===== config.mk =====
export PLATFORM = sky130hd
export DESIGN_NAME = uart_transmitter
export DESIGN_NICKNAME = d
export VERILOG_FILES = /design/src/rtl/la_uart_pkg.sv /design/src/rtl/uart_bit_timer.sv /design/src/rtl/uart_transmitter.sv
export SDC_FILE = /design/constraint.sdc
export NUM_CORES = 1
export LEC_CHECK = 0
export ABC_AREA = 1
export BUFFER_PORTS_ARGS = -buffer_cell sky130_fd_sc_hd__buf_2
export CORE_MARGIN = 3
export CORE_UTILIZATION = 60
export DETAILED_ROUTE_END_ITERATION = 8
export PLACE_DENSITY = 0.89
export SKIP_LAST_GASP = 1
export SYNTH_ARGS = -nofsm -noshare
export SYNTH_HDL_FRONTEND = slang
export SYNTH_SLANG_ARGS = --single-unit

===== constraint.sdc =====
create_clock -name clk -period 2.65 [get_ports clk]
set_input_delay 0.265 -clock clk [delete_from_list [all_inputs] [get_ports clk]]
set_output_delay 0.265 -clock clk [all_outputs]
set_load 0.01 [all_outputs]

===== src/rtl/la_uart_pkg.sv =====
// la_uart_pkg: shared UART types, framing constants and parity helper
// Items: uart_state_e, UART_DATA_BITS, UART_IDLE_LEVEL, UART_START_LEVEL, parity_bit()
package la_uart_pkg;
    typedef enum logic [2:0] {IDLE, START, DATA, PARITY, STOP} uart_state_e;
    localparam int   UART_DATA_BITS   = 8;
    localparam logic UART_IDLE_LEVEL  = 1'b1;
    localparam logic UART_START_LEVEL = 1'b0;
    function automatic logic parity_bit(input logic [UART_DATA_BITS-1:0] data, input logic odd);
        return (^data) ^ odd;
    endfunction
endpackage


===== src/rtl/uart_bit_timer.sv =====
// uart_bit_timer: baud counter, 0..CLKS_PER_BIT-1, wrapping on each bit boundary
// Ports: clk, rst (sync, active-high), clear_i (hold count at 0),
//        bit_end_o (current cycle is the last of a bit), next_end_o (next cycle will be)
module uart_bit_timer #(
    parameter int CLKS_PER_BIT = 16
) (
    input  logic clk,
    input  logic rst,
    input  logic clear_i,
    output logic bit_end_o,
    output logic next_end_o
);
    localparam int CW = (CLKS_PER_BIT > 2) ? $clog2(CLKS_PER_BIT) : 1;
    logic [CW-1:0] cnt_q, cnt_d;
    assign bit_end_o  = cnt_q == CW'(CLKS_PER_BIT - 1);
    assign next_end_o = !clear_i && cnt_q == CW'(CLKS_PER_BIT - 2);
    always_comb cnt_d = (clear_i || bit_end_o) ? '0 : cnt_q + 1'b1;
    always_ff @(posedge clk) begin
        if (rst) cnt_q <= '0;
        else     cnt_q <= cnt_d;
    end
endmodule


===== src/rtl/uart_transmitter.sv =====
// uart_transmitter: 8-bit UART serialiser with valid/ready input, optional parity, 1-2 stop bits
// Ports: clk, rst (sync, active-high), tx_data/tx_valid/tx_ready (byte handshake),
//        tx (serial line, idles high), busy (frame in progress), done (last cycle of frame)
module uart_transmitter
    import la_uart_pkg::*;
#(
    parameter int CLKS_PER_BIT = 16,
    parameter int PARITY_EN    = 0,
    parameter int PARITY_ODD   = 0,
    parameter int STOP_BITS    = 1
) (
    input  logic       clk,
    input  logic       rst,
    input  logic [7:0] tx_data,
    input  logic       tx_valid,
    output logic       tx_ready,
    output logic       tx,
    output logic       busy,
    output logic       done
);
    uart_state_e state_q, state_d;
    logic [2:0] bit_q, bit_d;
    logic [UART_DATA_BITS-1:0] shift_q, shift_d;
    logic par_q, par_d, tx_q, tx_d, ready_q, ready_d, busy_q, busy_d, done_q, done_d;
    logic bit_end, next_end;
    uart_bit_timer #(.CLKS_PER_BIT(CLKS_PER_BIT)) u_timer (
        .clk       (clk),
        .rst       (rst),
        .clear_i   (state_q == IDLE),
        .bit_end_o (bit_end),
        .next_end_o(next_end)
    );
    // The bit counter doubles as the stop-bit counter, so STOP ends when it reaches STOP_BITS-1.
    always_comb begin
        state_d = state_q;
        bit_d   = bit_q;
        shift_d = shift_q;
        par_d   = par_q;
        case (state_q)
            IDLE: if (tx_valid) begin
                state_d = START;
                shift_d = tx_data;
                par_d   = parity_bit(tx_data, PARITY_ODD != 0);
                bit_d   = '0;
            end
            START:  if (bit_end) state_d = DATA;
            DATA: if (bit_end) begin
                shift_d = shift_q >> 1;
                bit_d   = bit_q + 1'b1;
                if (bit_q == 3'(UART_DATA_BITS - 1)) state_d = (PARITY_EN != 0) ? PARITY : STOP;
            end
            PARITY: if (bit_end) state_d = STOP;
            STOP: if (bit_end) begin
                state_d = (bit_q == 3'(STOP_BITS - 1)) ? IDLE : STOP;
                bit_d   = (bit_q == 3'(STOP_BITS - 1)) ? 3'd0 : bit_q + 1'b1;
            end
            default: state_d = IDLE;
        endcase
        // Outputs are decoded from next state so that every output comes straight from a flop.
        tx_d    = (state_d == START)  ? UART_START_LEVEL :
                  (state_d == DATA)   ? shift_d[0] :
                  (state_d == PARITY) ? par_d : UART_IDLE_LEVEL;
        busy_d  = state_d != IDLE;
        ready_d = state_d == IDLE;
        done_d  = state_d == STOP && bit_d == 3'(STOP_BITS - 1) && next_end;
    end
    always_ff @(posedge clk) begin
        if (rst) begin
            state_q <= IDLE;
            bit_q   <= '0;
            shift_q <= '0;
            par_q   <= 1'b0;
            tx_q    <= UART_IDLE_LEVEL;
            ready_q <= 1'b1;
            busy_q  <= 1'b0;
            done_q  <= 1'b0;
        end else begin
            state_q <= state_d;
            bit_q   <= bit_d;
            shift_q <= shift_d;
            par_q   <= par_d;
            tx_q    <= tx_d;
            ready_q <= ready_d;
            busy_q  <= busy_d;
            done_q  <= done_d;
        end
    end
    assign tx       = tx_q;
    assign tx_ready = ready_q;
    assign busy     = busy_q;
    assign done     = done_q;
endmodule


# Yosys cells after proc, flatten, opt, wreduce, memory -nomap -nowiden
# Index checks and enable logic that the tools add are counted.
# totals
ramBits,0
memories,0
latchBits,0
ff_bits,23
mem_bits_ro,0
output_inout_bits,4
elab_cells,60
# op_classes
magnitude_cmp,0
div_mod_pow,0
multipliers,0
shift,0
reduce_logical,14
n_eq_ne,13
mux,21
bitwise_logic,0
add_sub_neg,2
# ops
op,count
$mux W3,11
$mux W8,2
$pmux W8 S2,1
$pmux W3 S5,1
$eq A3 B2 Y1 const B,4
$logic_not A3 Y1,4
$eq A3 B3 Y1 const B,3
$pmux W3 S3,1
$eq A4 B4 Y1 const B,2
$reduce_xor A8 Y1,1
$eq A3 B1 Y1 const B,2
$mux W1,5
$add A4 B1 Y4 const B,1
$add A3 B1 Y3 const B,1
$logic_and A1 B1 Y1,3
$reduce_and A3 Y1,1
$reduce_bool A3 Y1,1
$ne A2 B1 Y1 const B,1
$ne A2 B2 Y1 const B,1
$reduce_bool A2 Y1,1
$reduce_or A2 Y1,1
$logic_not A1 Y1,1
$logic_or A1 B1 Y1,1

# Depth between registers and ports, before layout
# Gate-level depths: netlist (run 1).
# logic_depth
depth_word,8
ltp_mapped,10
ltp_nobuf,10

# Cells and area by module
# Synthesis (run 1) repeated with hierarchy kept, for this count alone.
# hier_totals
hier_cells,202
area_unflattened_um2,1305.0
# modules_own_cells
module,cells_each,area_per_inst_um2,n_inst
uart_transmitter,180,1124.8,1
uart_bit_timer,22,180.2,1

# Worst setup path after synthesis (run 1)
# OpenSTA, ideal clock, no wires.
# synth_path
kind,flip-flop to flip-flop
from,reg u_timer.cnt_q[0]
to,"reg ready_q, in the netlist tx_ready"
required_time_ns,2.542
setup_slack_ns,1.262
n_path_buf,0
path_stages_with_launch,11
t_arrival_ns,1.280
cell_sequence,dfxtp_1 -> ha_1 -> inv_2 -> nor2_8 -> nand2_2 -> o21ai_2 -> nor2_2 -> inv_2 -> nand2_2 -> nand2_2 -> inv_2
# synth_between
elab_chain_cells,4
elab_cells_between_ends,7
# synth_rtl
item,line_no,text
start: declaration,uart_bit_timer.sv:14,"logic [CW-1:0] cnt_q, cnt_d;"
start signal: assignment,uart_bit_timer.sv:20,else cnt_q <= cnt_d;
$eq A4 B4 Y1 (*),uart_bit_timer.sv:15,assign bit_end_o = cnt_q == CW'(CLKS_PER_BIT - 1);
$mux W3 (on tied branches),n/a,
$pmux W3 S5 (*),uart_transmitter.sv:39,case (state_q)
$logic_not A3 Y1 (*),uart_transmitter.sv:64,ready_d = state_d == IDLE;
end signal: assignment,uart_transmitter.sv:83,ready_q <= ready_d;
end: declaration,uart_transmitter.sv:24,"logic par_q, par_d, tx_q, tx_d, ready_q, ready_d, busy_q, busy_d, done_q, done_d;"
# Mark *: on every way between the ends. The rest lies on a longest branch, timed or not.
# A chain may end at the register's enable or synchronous reset.

# Worst setup path in the final report (run 1)
# layout_path
from,reg u_timer.cnt_q[0]
to,"reg done_q, in the netlist done"
# layout_between
elab_chain_cells,6
elab_cells_between_ends,15
# layout_rtl
item,line_no,text
$eq A4 B4 Y1,uart_bit_timer.sv:15,
$mux W3 (on tied branches),n/a,
$pmux W3 S5 / $pmux W3 S3 (equally long branches),uart_transmitter.sv:39,
$eq A3 B3 Y1 / $logic_not A3 Y1 (equally long branches),uart_transmitter.sv:65,done_d = state_d == STOP && bit_d == 3'(STOP_BITS - 1) && next_end;
$logic_and A1 B1 Y1,uart_transmitter.sv:65,
$logic_and A1 B1 Y1 (*),uart_transmitter.sv:65,
end signal: assignment,uart_transmitter.sv:85,done_q <= done_d;
end: declaration,uart_transmitter.sv:24,
# Marks and branches as above.

==> out/qor.txt, run 1 <==
number of I/O port buffers = 14
part of the total power dissipated in the clock network = 0.260
clock tree root buffer cell = sky130_fd_sc_hd__clkbuf_4
highest fanout seen on the critical path = 10
aggregate global-route resource usage = 0.2428
height of the die = 53.74 um
clock latency of the later-clocked register in the worst-skew pair = 0.31 ns
CTS tree = done
switching power = 0.1852 mW
H-Tree Depth = 1
area of the mapped netlist = 1368 um^2
Overall Power = 0.6446 mW
Placed Area = 1468 um^2
pin count of the biggest net entering global routing = 13
multi-input gate area in the final layout = 779.5 um^2
number of antenna violations at the first check in global routing = 0
Maximum Capacitance Violations = 0
number of storage elements in the synthesis netlist = 23
count of warnings emitted by yosys = 0
Slew Limit Headroom = 0.7405
number of instances resized during post-cts repair = 0
row cnt = 16
initial DRC count = 81
class of the tightest hold or removal check = in -> reg
Clock Sinks = 23
number of hold-slack violations in the final timing report = 0
Comb pwr share = 0.167
Post-DRT Antenna Nets = 0
Crit Path Category = reg -> reg
post-detailed-route wirelength per cell = 12.03 um
FF/Latch Area = 460.4 um^2
actual transition at the worst max-transition pin = 0.3878 ns
max frequency = 0.6117 GHz
Data required, critical path = 2.91 ns
number of global-route vias before repair = 1233
area of all placed cells without fillers = 1494 um^2
CP max stage delay = 0.40 ns
shortest period the worst path allows = 1.635 ns
initial core utilization = 0.6632
Fillers = 175
sequential cell area fraction in the yosys report = 0.3367
gate count of the mapped netlist = 212
leakage power = 0.8022 nW
core area = 2062 um^2
VDD IR-drop max = 0.2526 mV
share of total power in sequential cells = 0.574
maximum buffer depth of the clock tree = 2
WP data arrival = 1.90 ns
total CTS buffers = 3
RePlAce Congestion = 1.009
number of hold buffers added after cts = 0
kind of end point of the critical path = register
DIE AREA = 2888 um^2
cell internal pwr = 0.4594 mW
IO Count = 15
setup repair after global routing missed its margin = no
horizontal die dimension = 53.74 um
number of vias per cell = 5.414
setup fix buffers added after clock tree synthesis = 0
remaining routing DRC violations = 0
clk slew on worst S/H paths = 0.13 ns
utilization after layout = 0.7245
result of the run = finished, final reports clean
residual overflow from global routing = 0
HPWL after DPL = 2426 um
routed via count = 1386
count of distinct cell types in the synthesized netlist = 24
total power density per cell area = 431.4 nW/um^2
Post-Layout Cell Count = 256
number of cells in the design after placement = 252
Mapped Nets = 228
diode count = 0
share of cells above drive strength 1 = 0.1528
final-layout setup total negative slack = 0 ns
slowest CP cell = sky130_fd_sc_hd__dfxtp_1
clk_skew = 0.003777 ns
Post-Syn Area per Cell = 6.451 um^2
final number of max-transition violations = 0
DRT Wirelength = 3079 um
Setup violations, final = 0
critical path launch point type = register
first-pass GRT wire length = 5071 um
worst-path cell chain = ha_1, nand3_4, nand2_1, nand2_1, nor2_1, nand3_1, nor2_1, nand2_1, nor2_2
net switching share of the total power = 0.2873
Crit path top cell by count = sky130_fd_sc_hd__nand2_1
final layout net count = 246
post-synthesis to final-layout area growth = 9.240%
number of detailed-route iterations in the first pass = 6
share of the clock period used by the worst path after layout = 0.6169
cell families (layout without fill, tap and decap cells):
| family | count (synthesis) | after routing | synth area share |
|---|---|---|---|
| compound gates | 17 | 17 | 0.07593 |
| xor+xnor | 4 | 4 | 0.02562 |
| flops | 23 | 23 | 0.3367 |
| buf+inv | 34 | 51 | 0.09331 |
| simple gates | 129 | 129 | 0.4227 |
| fa+ha+maj | 5 | 5 | 0.04575 |
layout make-up:
cell class,instances,share of cell area
clock buffer,4,0.01759
inverter,33,0.08291
multi-input combinational,155,0.5218
sequential,23,0.3082
tap,27,0.02261
timing repair buffer,14,0.04690
layer usage:
layer / global-route usage / part of all wire / vias to the layer above
met3: 0.04986 / 0.092 / 10
met4: 0.07660 / 0.019 / 0
met1: 0.2746 / 0.40 / 614
li1: - / - / 692
met2: 0.4476 / 0.49 / 70
met5: 0 / 0 / -
placed cells by master (no fill, tap or decap), drive strengths merged, types with 4 or more instances in the layout:
cell type and instances:
buf 14, a21oi 8, ha 5, inv 32, dfxtp 23, nand3 21
a22oi 6, clkbuf 4, nand2 80, nor2 25
Yosys cell counts:
library cell               instances  area, um^2
sky130_fd_sc_hd__xnor2_1           3       26.28
sky130_fd_sc_hd__o21ai_0           1       5.000
sky130_fd_sc_hd__nand2_2           4       25.02
sky130_fd_sc_hd__nor2_2            4       25.02
sky130_fd_sc_hd__nand3_4           1       17.52
sky130_fd_sc_hd__a22oi_1           6       45.04
sky130_fd_sc_hd__a21oi_1           8       40.04
sky130_fd_sc_hd__clkbuf_1          1       3.750
sky130_fd_sc_hd__nor2_8            1       20.02
sky130_fd_sc_hd__ha_1              5       62.56
sky130_fd_sc_hd__dfxtp_1          23       460.4
sky130_fd_sc_hd__o21ai_2           1       8.760
sky130_fd_sc_hd__inv_2             4       15.01
sky130_fd_sc_hd__xor2_1            1       8.760
sky130_fd_sc_hd__nand3_1          18       90.09
sky130_fd_sc_hd__clkinv_1          1       3.750
sky130_fd_sc_hd__or2_2             1       6.260
sky130_fd_sc_hd__nand3b_1          1       7.510
sky130_fd_sc_hd__nand2_1          76       285.3
sky130_fd_sc_hd__nor2_1           20       75.07
sky130_fd_sc_hd__o21ai_1           1       5.000
sky130_fd_sc_hd__nand3_2           2       20.02
sky130_fd_sc_hd__nand4_1           1       6.260
sky130_fd_sc_hd__inv_1            28       105.1
power by group through the flow:
stage | registers (mW) | logic (mW) | clock network (mW)
4_1_cts | 0.369 | 0.105 | 0.169
5_1_grt | 0.372 | 0.120 | 0.185
6_report | 0.370 | 0.107 | 0.167
2_1_floorplan | 0.378 | 0.0697 | 0
3_5_place_dp | 0.377 | 0.105 | 0
3_3_place_gp | 0.376 | 0.0977 | 0
worst max-delay path: cells and delay by family, from the launching register on:
kind,cells,cell delay (ns)
adder cells (fa/ha/maj),1,0.31
flip-flops,1,0.40
AND/OR/NAND/NOR,8,0.87
final timing paths:
check,from,end,slack [ns],cells after the start
worst max-delay path,u_timer.cnt_q[0],done,1.02,9
worst min-delay path,tx_data[7],shift_q[7],0.23,3
worst max register to register,u_timer.cnt_q[0],done,1.02,9
worst min register to register,shift_q[7],shift_q[7],0.47,2
through the flow:
| stage | worst slack (ns) | hold WS [ns] |
|---|---|---|
| after floorplan | 1.262 | 0.4130 |
| after global placement | 1.164 | 0.4423 |
| after global routing | 0.8526 | 0.2413 |
| after detailed placement | 1.083 | 0.4593 |
| after CTS | 1.048 | 0.2311 |
| final | 1.015 | 0.2348 |
registers in the layout, summed over array words and instances (netlist names):
signal         count
state_q            3
tx                 1
bit_q              3
busy               1
shift_q            8
par_q              1
done               1
u_timer.cnt_q      4
tx_ready           1
No activity file was read; power rests on OpenSTA's default activity.
==> inputs of run 2 (changes only) <==
Settings changed: ABC_AREA 1 to 0, CORE_UTILIZATION 60 to 55, PLACE_DENSITY 0.89 to 0.84.
Clock period 2.65 ns to 1.6 ns, I/O delays scaled along.
==> run 2 against run 1 <==
  * The flow now finishes with violations (setup timing)
  * Sequential cell count did not move
  * Largest power group unchanged
  * Maximum frequency fell by 14%
  * Via count down 16%
  * Design area is 3.2% higher
  * Clock-buffer cell count shrank 1
  * Total power increased by 63%
  * Clock power up 63%
  * Critical path type unchanged
  * Die area fell by 5.5%
  * Utilization rose by 4.5 points
  * Largest cell class unchanged
  * Sequential power increased by 66%
==> out/qor.txt, run 2 <==
pin count of the biggest net entering global routing = 21 (+8)
flip-flop cell with the highest count after synthesis = sky130_fd_sc_hd__dfxtp_1
RePlAce Congestion = 0.8746 (-13%)
first-pass GRT wire length = 4526 um (-11%)
leading cell type in the layout, fill and taps excluded = sky130_fd_sc_hd__buf_4
number of hold-slack violations in the final timing report = 0 (unchanged)
IO Count = 15 (unchanged)
critical path launch point type = register
share of cells above drive strength 1 = 0.3750 (+0.2222)
biggest registers after layout = shift_q (8), u_timer.cnt_q (4)
maximum buffer depth of the clock tree = 2 (unchanged)
Fillers = 139 (-21%)
DIE AREA = 2729 um^2 (-5.5%)
post-synthesis to final-layout area growth = 31.06%
clock tree root buffer cell = sky130_fd_sc_hd__clkbuf_4
Slew Limit Headroom = 0.6539 (-0.08660)
commonest cells after routing, fill and taps aside = sky130_fd_sc_hd__buf_4, sky130_fd_sc_hd__dfxtp_1, sky130_fd_sc_hd__buf_2, sky130_fd_sc_hd__nor2_1, sky130_fd_sc_hd__a21oi_1
most frequent cell after synthesis = sky130_fd_sc_hd__dfxtp_1
Setup violations, final = 5 (+5)
number of flip-flops in the largest register = 8 (unchanged)
Mapped Nets = 147 (-36%)
proportion of synthesized flip-flops having asynchronous set or reset = 0 (unchanged)
Post-DRT Antenna Nets = 0 (unchanged)
clk_skew = 0.01140 ns (+0.007624 ns)
dominant combinational cell family by area after synthesis = simple AND/OR/NAND/NOR gates
count of distinct cell types in the synthesized netlist = 35 (+46%)
residual overflow from global routing = 0 (unchanged)
count of warnings emitted by yosys = 0 (unchanged)
cell taking the most area after synthesis = sky130_fd_sc_hd__dfxtp_1
Clock Sinks = 23 (unchanged)
total power density per cell area = 680.9 nW/um^2 (+58%)
clock latency of the later-clocked register in the worst-skew pair = 0.32 ns (about the same)
FF/Latch Area = 470.5 um^2 (+2.2%)
share of the synthesized netlist area taken by xor and xnor gates = 0.07447 (+0.04885)
Crit Path Category = reg -> reg
class of the tightest hold or removal check = in -> reg
Maximum Capacitance Violations = 0 (unchanged)
Post-Synth Adder-Cell Area = 0.05319 (+0.007446)
row cnt = 16 (unchanged)
highest fanout seen on the critical path = 5 (-5)
number of antenna violations at the first check in global routing = 0 (unchanged)
Overall Power = 1.050 mW (+63%)
routed via count = 1161 (-16%)
area fraction of the dominant cell type after synthesis = 0.3915 (+0.05480)
fraction of synthesized area in multiplexers = 0.008511 (+0.008511)
kind of end point of the critical path = register
number of global-route vias before repair = 1056 (-14%)
result of the run = complete, but fails checks
Data required, critical path = 1.85 ns (-1.06 ns)
DRT Wirelength = 3227 um (+4.8%)
routed length on met3 = 149 um (-48%)
utilization after layout = 0.7700 (+0.04549)
most instantiated cells after synthesis = sky130_fd_sc_hd__dfxtp_1, sky130_fd_sc_hd__nor2_1, sky130_fd_sc_hd__a21oi_1
number of cells in the design after placement = 186 (-26%)
leakage power = 0.6544 nW (-18%)
final critical-path setup slack = -0.3120 ns (-1.327 ns)
setup repair after global routing missed its margin = yes
horizontal die dimension = 52.24 um (-2.8%)
failing checks = setup timing
top register by number of flip-flops = shift_q
number of vias per cell = 5.954 (+10%)
hold_ws = 0.09121 ns (-0.1435 ns)
number of I/O port buffers = 14 (unchanged)
actual transition at the worst max-transition pin = 0.5178 ns (+0.1300 ns)
final layout net count = 185 (-25%)
number of storage elements in the synthesis netlist = 23 (unchanged)
WP data arrival = 2.16 ns (+0.26 ns)
synthesized-area fraction occupied by ao, oa, aoi and oai cells = 0.1957 (+0.1198)
DRT met1 WL = 1317 um (+7.3%)
core area = 2002 um^2 (-2.9%)
simple-gate share of the synthesized area = 0.2160 (-0.2067)
area of the mapped netlist = 1176 um^2 (-14%)
Post-Syn Area per Cell = 8.978 um^2 (+39%)
VDD IR-drop max = 0.6172 mV (+140%)
diode count = 0 (unchanged)
synth top area cells = sky130_fd_sc_hd__dfxtp_1, sky130_fd_sc_hd__xnor2_1, sky130_fd_sc_hd__ha_1, sky130_fd_sc_hd__a21oi_1, sky130_fd_sc_hd__a22oi_1
H-Tree Depth = 1 (unchanged)
aggregate global-route resource usage = 0.2243 (-0.01849)
number of detailed-route iterations in the first pass = 4 (-2)
shortest period the worst path allows = 1.912 ns (+0.2771 ns)
met2 WL post-DR = 1643 um (+8.9%)
Placed Area = 1410 um^2 (-3.9%)
post-detailed-route wirelength per cell = 16.55 um (+38%)
EDFF count, synth = 0 (unchanged)
sequential cell area fraction in the yosys report = 0.3915 (+0.05480)
clk slew on worst S/H paths = 0.13 ns (about the same)
final number of max-transition violations = 0 (unchanged)
CTS tree = done
Post-Layout Cell Count = 195 (-24%)
initial DRC count = 36 (-56%)
multi-input gate area in the final layout = 710.7 um^2 (-8.8%)
max frequency = 0.5230 GHz (-14%)
height of the die = 52.24 um (-2.8%)
initial core utilization = 0.5875 (-0.07573)
Highest Signal Layer = met4
HPWL after DPL = 1957 um (-19%)
total CTS buffers = 3 (unchanged)
share of the clock period used by the worst path after layout = 1.195 (+0.5781)
remaining routing DRC violations = 0 (unchanged)
gate count of the mapped netlist = 131 (-38%)
area of all placed cells without fillers = 1541 um^2 (+3.2%)
run 2: worst max-delay path, cell delays in order, from the launching register on:
cell,delay (ns)
sky130_fd_sc_hd__dfxtp_2,0.37
sky130_fd_sc_hd__ha_4,0.15
sky130_fd_sc_hd__nand3_1,0.13
sky130_fd_sc_hd__buf_4,0.20
sky130_fd_sc_hd__mux2i_1,0.14
sky130_fd_sc_hd__a2111oi_1,0.56
sky130_fd_sc_hd__and4b_1,0.31
run 2: logic make-up (layout without fill, tap and decap cells):
kind of cell	after synthesis	count (layout)
simple gates	46	46
compound gates	32	32
flops	23	23
buf+inv	14	51
xor+xnor	10	10
fa+ha+maj	5	5
mux	1	1
run 2: final cells by class:
type | count | area share
multi-input cells | 94 | 0.4610
flip-flops and latches | 23 | 0.3052
repair buffers | 40 | 0.1769
well taps | 27 | 0.02192
inverters | 7 | 0.01705
clock buffers | 3 | 0.01461
clock inverters | 1 | 0.003247
run 2: worst paths after layout:
check / from / end / slack (ns) / cells past startpoint
worst min-delay path: tx_data[7] / shift_q[7] / 0.09 / 3
worst max-delay path: u_timer.cnt_q[1] / done / -0.31 / 6
worst min register to register: shift_q[4] / shift_q[4] / 0.47 / 2
worst max register to register: u_timer.cnt_q[1] / done / -0.31 / 6
run 2: per-layer routing:
layer,global-route usage,up-vias
met3,0.03419,10
li1,-,539
met1,0.2562,562
met5,0,-
met2,0.4017,50
met4,0.1106,0
run 2: repair_timing:
item | in CTS | in global routing
buffers inserted | 2 | 3
endpoints found under the setup margin | 2 | 6
pin swaps | 6 | 10
gates resized for setup | 7 | 11
hold buffers | 0 | 0
gates cloned | 0 | 0
run 2: metrics by stage:
step / TNS [ns] / worst slack (ns)
2_1_floorplan: -0.1275 / -0.1275
3_3_place_gp: -0.07128 / -0.06647
3_5_place_dp: -0.2096 / -0.1084
4_1_cts: -0.1496 / -0.07791
5_1_grt: -0.4953 / -0.3018
6_report: -0.4777 / -0.3120
run 2: where the power goes:
part	leakage, nW	internal [mW]	total, mW	switching, mW
sequential	0.191	0.598	0.613	0.0148
combinational	0.445	0.0772	0.164	0.0871
clock	0.0177	0.0936	0.273	0.179
total	0.654	0.769	1.05	0.281
==> inputs of run 3 (changes only) <==
Settings changed: CORE_UTILIZATION 55 to 60, PLACE_DENSITY 0.84 to 0.9.
Clock period 1.6 ns to 2.3 ns, I/O delays scaled along.
==> run 3 against run 2 <==
  * The flow now finishes without violations
  * Design area fell by 18%
  * First-iteration DRC count fell by 22%
  * Sequential power fell by 30%
  * Largest cell class unchanged
  * Largest power group unchanged
==> out/qor.txt, run 3 (same netlist as run 2, synthesis figures left out) <==
number of I/O port buffers = 14 (unchanged)
max frequency = 0.4807 GHz (-8.1%)
clk slew on worst S/H paths = 0.11 ns (-0.02 ns)
worst-case setup slack after placement = 0.2838 ns (+0.3923 ns)
final critical-path setup slack = 0.2199 ns (+0.5319 ns)
setup fix buffers added after clock tree synthesis = 0 (-2)
clock latency of the later-clocked register in the worst-skew pair = 0.31 ns (about the same)
Crit Path Category = reg -> reg
share of the clock period used by the worst path after layout = 0.9044 (-0.2906)
H-Tree Depth = 1 (unchanged)
core area = 1783 um^2 (-11%)
Slew Limit Headroom = 0.5683 (-0.08564)
met2 WL post-DR = 1039 um (-37%)
total CTS buffers = 3 (unchanged)
highest fanout seen on the critical path = 13 (+8)
number of instances resized during post-cts repair = 0 (-7)
DRT met1 WL = 968 um (-26%)
number of hold-slack violations in the final timing report = 0 (unchanged)
actual transition at the worst max-transition pin = 0.6449 ns (+0.1270 ns)
number of antenna violations at the first check in global routing = 0 (unchanged)
number of vias per cell = 5.857 (-1.6%)
clk_skew = 0.003084 ns (-0.008316 ns)
final number of max-transition violations = 0 (unchanged)
top register by number of flip-flops = shift_q
pin count of the biggest net entering global routing = 21 (unchanged)
total power density per cell area = 557.3 nW/um^2 (-18%)
VDD IR-drop max = 0.6504 mV (+5.4%)
DRT Wirelength = 2208 um (-32%)
FF/Latch Area = 460.4 um^2 (-2.1%)
routed length on met3 = 178 um (+19%)
clock tree root buffer cell = sky130_fd_sc_hd__clkbuf_4
setup repair after global routing missed its margin = no
hold_ws = 0.1681 ns (+0.07691 ns)
IO Count = 15 (unchanged)
residual overflow from global routing = 0 (unchanged)
biggest registers after layout = shift_q (8), u_timer.cnt_q (4)
logic depth of the worst setup path including buffers = 4 (-2)
first-pass GRT wire length = 3884 um (-14%)
Highest Signal Layer = met4
number of hold buffers added after cts = 0 (unchanged)
kind of end point of the critical path = register
maximum buffer depth of the clock tree = 2 (unchanged)
row cnt = 15 (-1)
CP max stage delay = 0.65 ns (+0.09 ns)
CTS tree = done
Fillers = 144 (+3.6%)
RePlAce Congestion = 0.9048 (+3.5%)
Data required, critical path = 2.50 ns (+0.65 ns)
DIE AREA = 2528 um^2 (-7.4%)
Setup violations, final = 0 (-5)
WP data arrival = 2.28 ns (+0.12 ns)
number of detailed-route iterations in the first pass = 4 (unchanged)
leading cell type in the layout, fill and taps excluded = sky130_fd_sc_hd__dfxtp_1
final layout net count = 160 (-14%)
worst hold stages = 3 (unchanged)
initial DRC count = 28 (-22%)
worst-path cell chain = nor4b_4, a21oi_2, a221o_1, a2111o_1
number of global-route vias before repair = 910 (-14%)
class of the tightest hold or removal check = in -> reg
diode count = 0 (unchanged)
height of the die = 50.28 um (-3.8%)
multi-input gate area in the final layout = 644.4 um^2 (-9.3%)
shortest period the worst path allows = 2.080 ns (+0.1681 ns)
initial core utilization = 0.6596 (+0.07215)
Post-DRT Antenna Nets = 0 (unchanged)
horizontal die dimension = 50.28 um (-3.8%)
Clock Sinks = 23 (unchanged)
number of flip-flops in the largest register = 8 (unchanged)
post-detailed-route wirelength per cell = 13.14 um (-21%)
routed via count = 984 (-15%)
final-layout setup total negative slack = 0 ns (+0.4777 ns)
depth of the worst register-to-register path = 4 (-2)
remaining routing DRC violations = 0 (unchanged)
cell type group with the largest total delay on the critical path = compound AO/OA/AOI/OAI gates
commonest cells after routing, fill and taps aside = sky130_fd_sc_hd__dfxtp_1, sky130_fd_sc_hd__buf_2, sky130_fd_sc_hd__nor2_1, sky130_fd_sc_hd__a21oi_1, sky130_fd_sc_hd__nand2_1
leakage power = 0.5203 nW (-20%)
critical path launch point type = register
aggregate global-route resource usage = 0.2011 (-0.02315)
Maximum Capacitance Violations = 0 (unchanged)
count of buffering cells on the critical path with inverters included = 0 (-1)
result of the run = finished, final reports clean
utilization after layout = 0.7102 (-0.05983)
post-synthesis to final-layout area growth = 7.659%
HPWL after DPL = 1700 um (-13%)
share of cells above drive strength 1 = 0.1538 (-0.2212)
slowest CP cell = sky130_fd_sc_hd__nor4b_4
[run 3: cell count changes in the layout (fill, tap and decap cells not counted), sizes merged]
cell    before  now
clkbuf       3    4
clkinv       1    0
buf         40   15
[run 3: metal layers]
metal / track usage / vias to the layer above
met3: 0.07122 / 4
met2: 0.3217 / 41
met5: 0 / -
li1: - / 491
met1: 0.2537 / 448
met4: 0.05530 / 0
[run 3: worst reg2reg max path: stages (launching register included)]
cell and delay, ns:
sky130_fd_sc_hd__dfxtp_1 0.45, sky130_fd_sc_hd__nor4b_4 0.65, sky130_fd_sc_hd__a21oi_2 0.16, sky130_fd_sc_hd__a221o_1 0.35, sky130_fd_sc_hd__a2111o_1 0.37
[run 3: final timing paths]
path	start	slack (ns)	endpoint
worst max-delay path	state_q[0]	0.22	tx
worst min register to register	shift_q[6]	0.48	shift_q[6]
worst max register to register	state_q[0]	0.22	tx
worst min-delay path	tx_data[7]	0.17	shift_q[7]
[run 3: power by group]
| part | internal (mW) | total [mW] | switching [mW] |
|---|---|---|---|
| clock | 0.0677 | 0.179 | 0.111 |
| combinational | 0.0465 | 0.0979 | 0.0514 |
| sequential | 0.417 | 0.429 | 0.0123 |
[run 3: cell type report]
cell class / instances / share of cell area
clock buffer: 4 / 0.02075
multi-input combinational: 94 / 0.5089
inverter: 7 / 0.02075
sequential: 23 / 0.3636
tap: 25 / 0.02470
timing repair buffer: 15 / 0.06127
[run 3: stage by stage]
stage                     instance area, um^2  std cells  power [mW]
final                                    1266        168      0.7056
after global routing                     1266        168      0.7466
after CTS                                1266        168      0.7151
after detailed placement                 1240        164      0.5351
after global placement                   1240        164      0.5305
after floorplan                          1176        131      0.5097
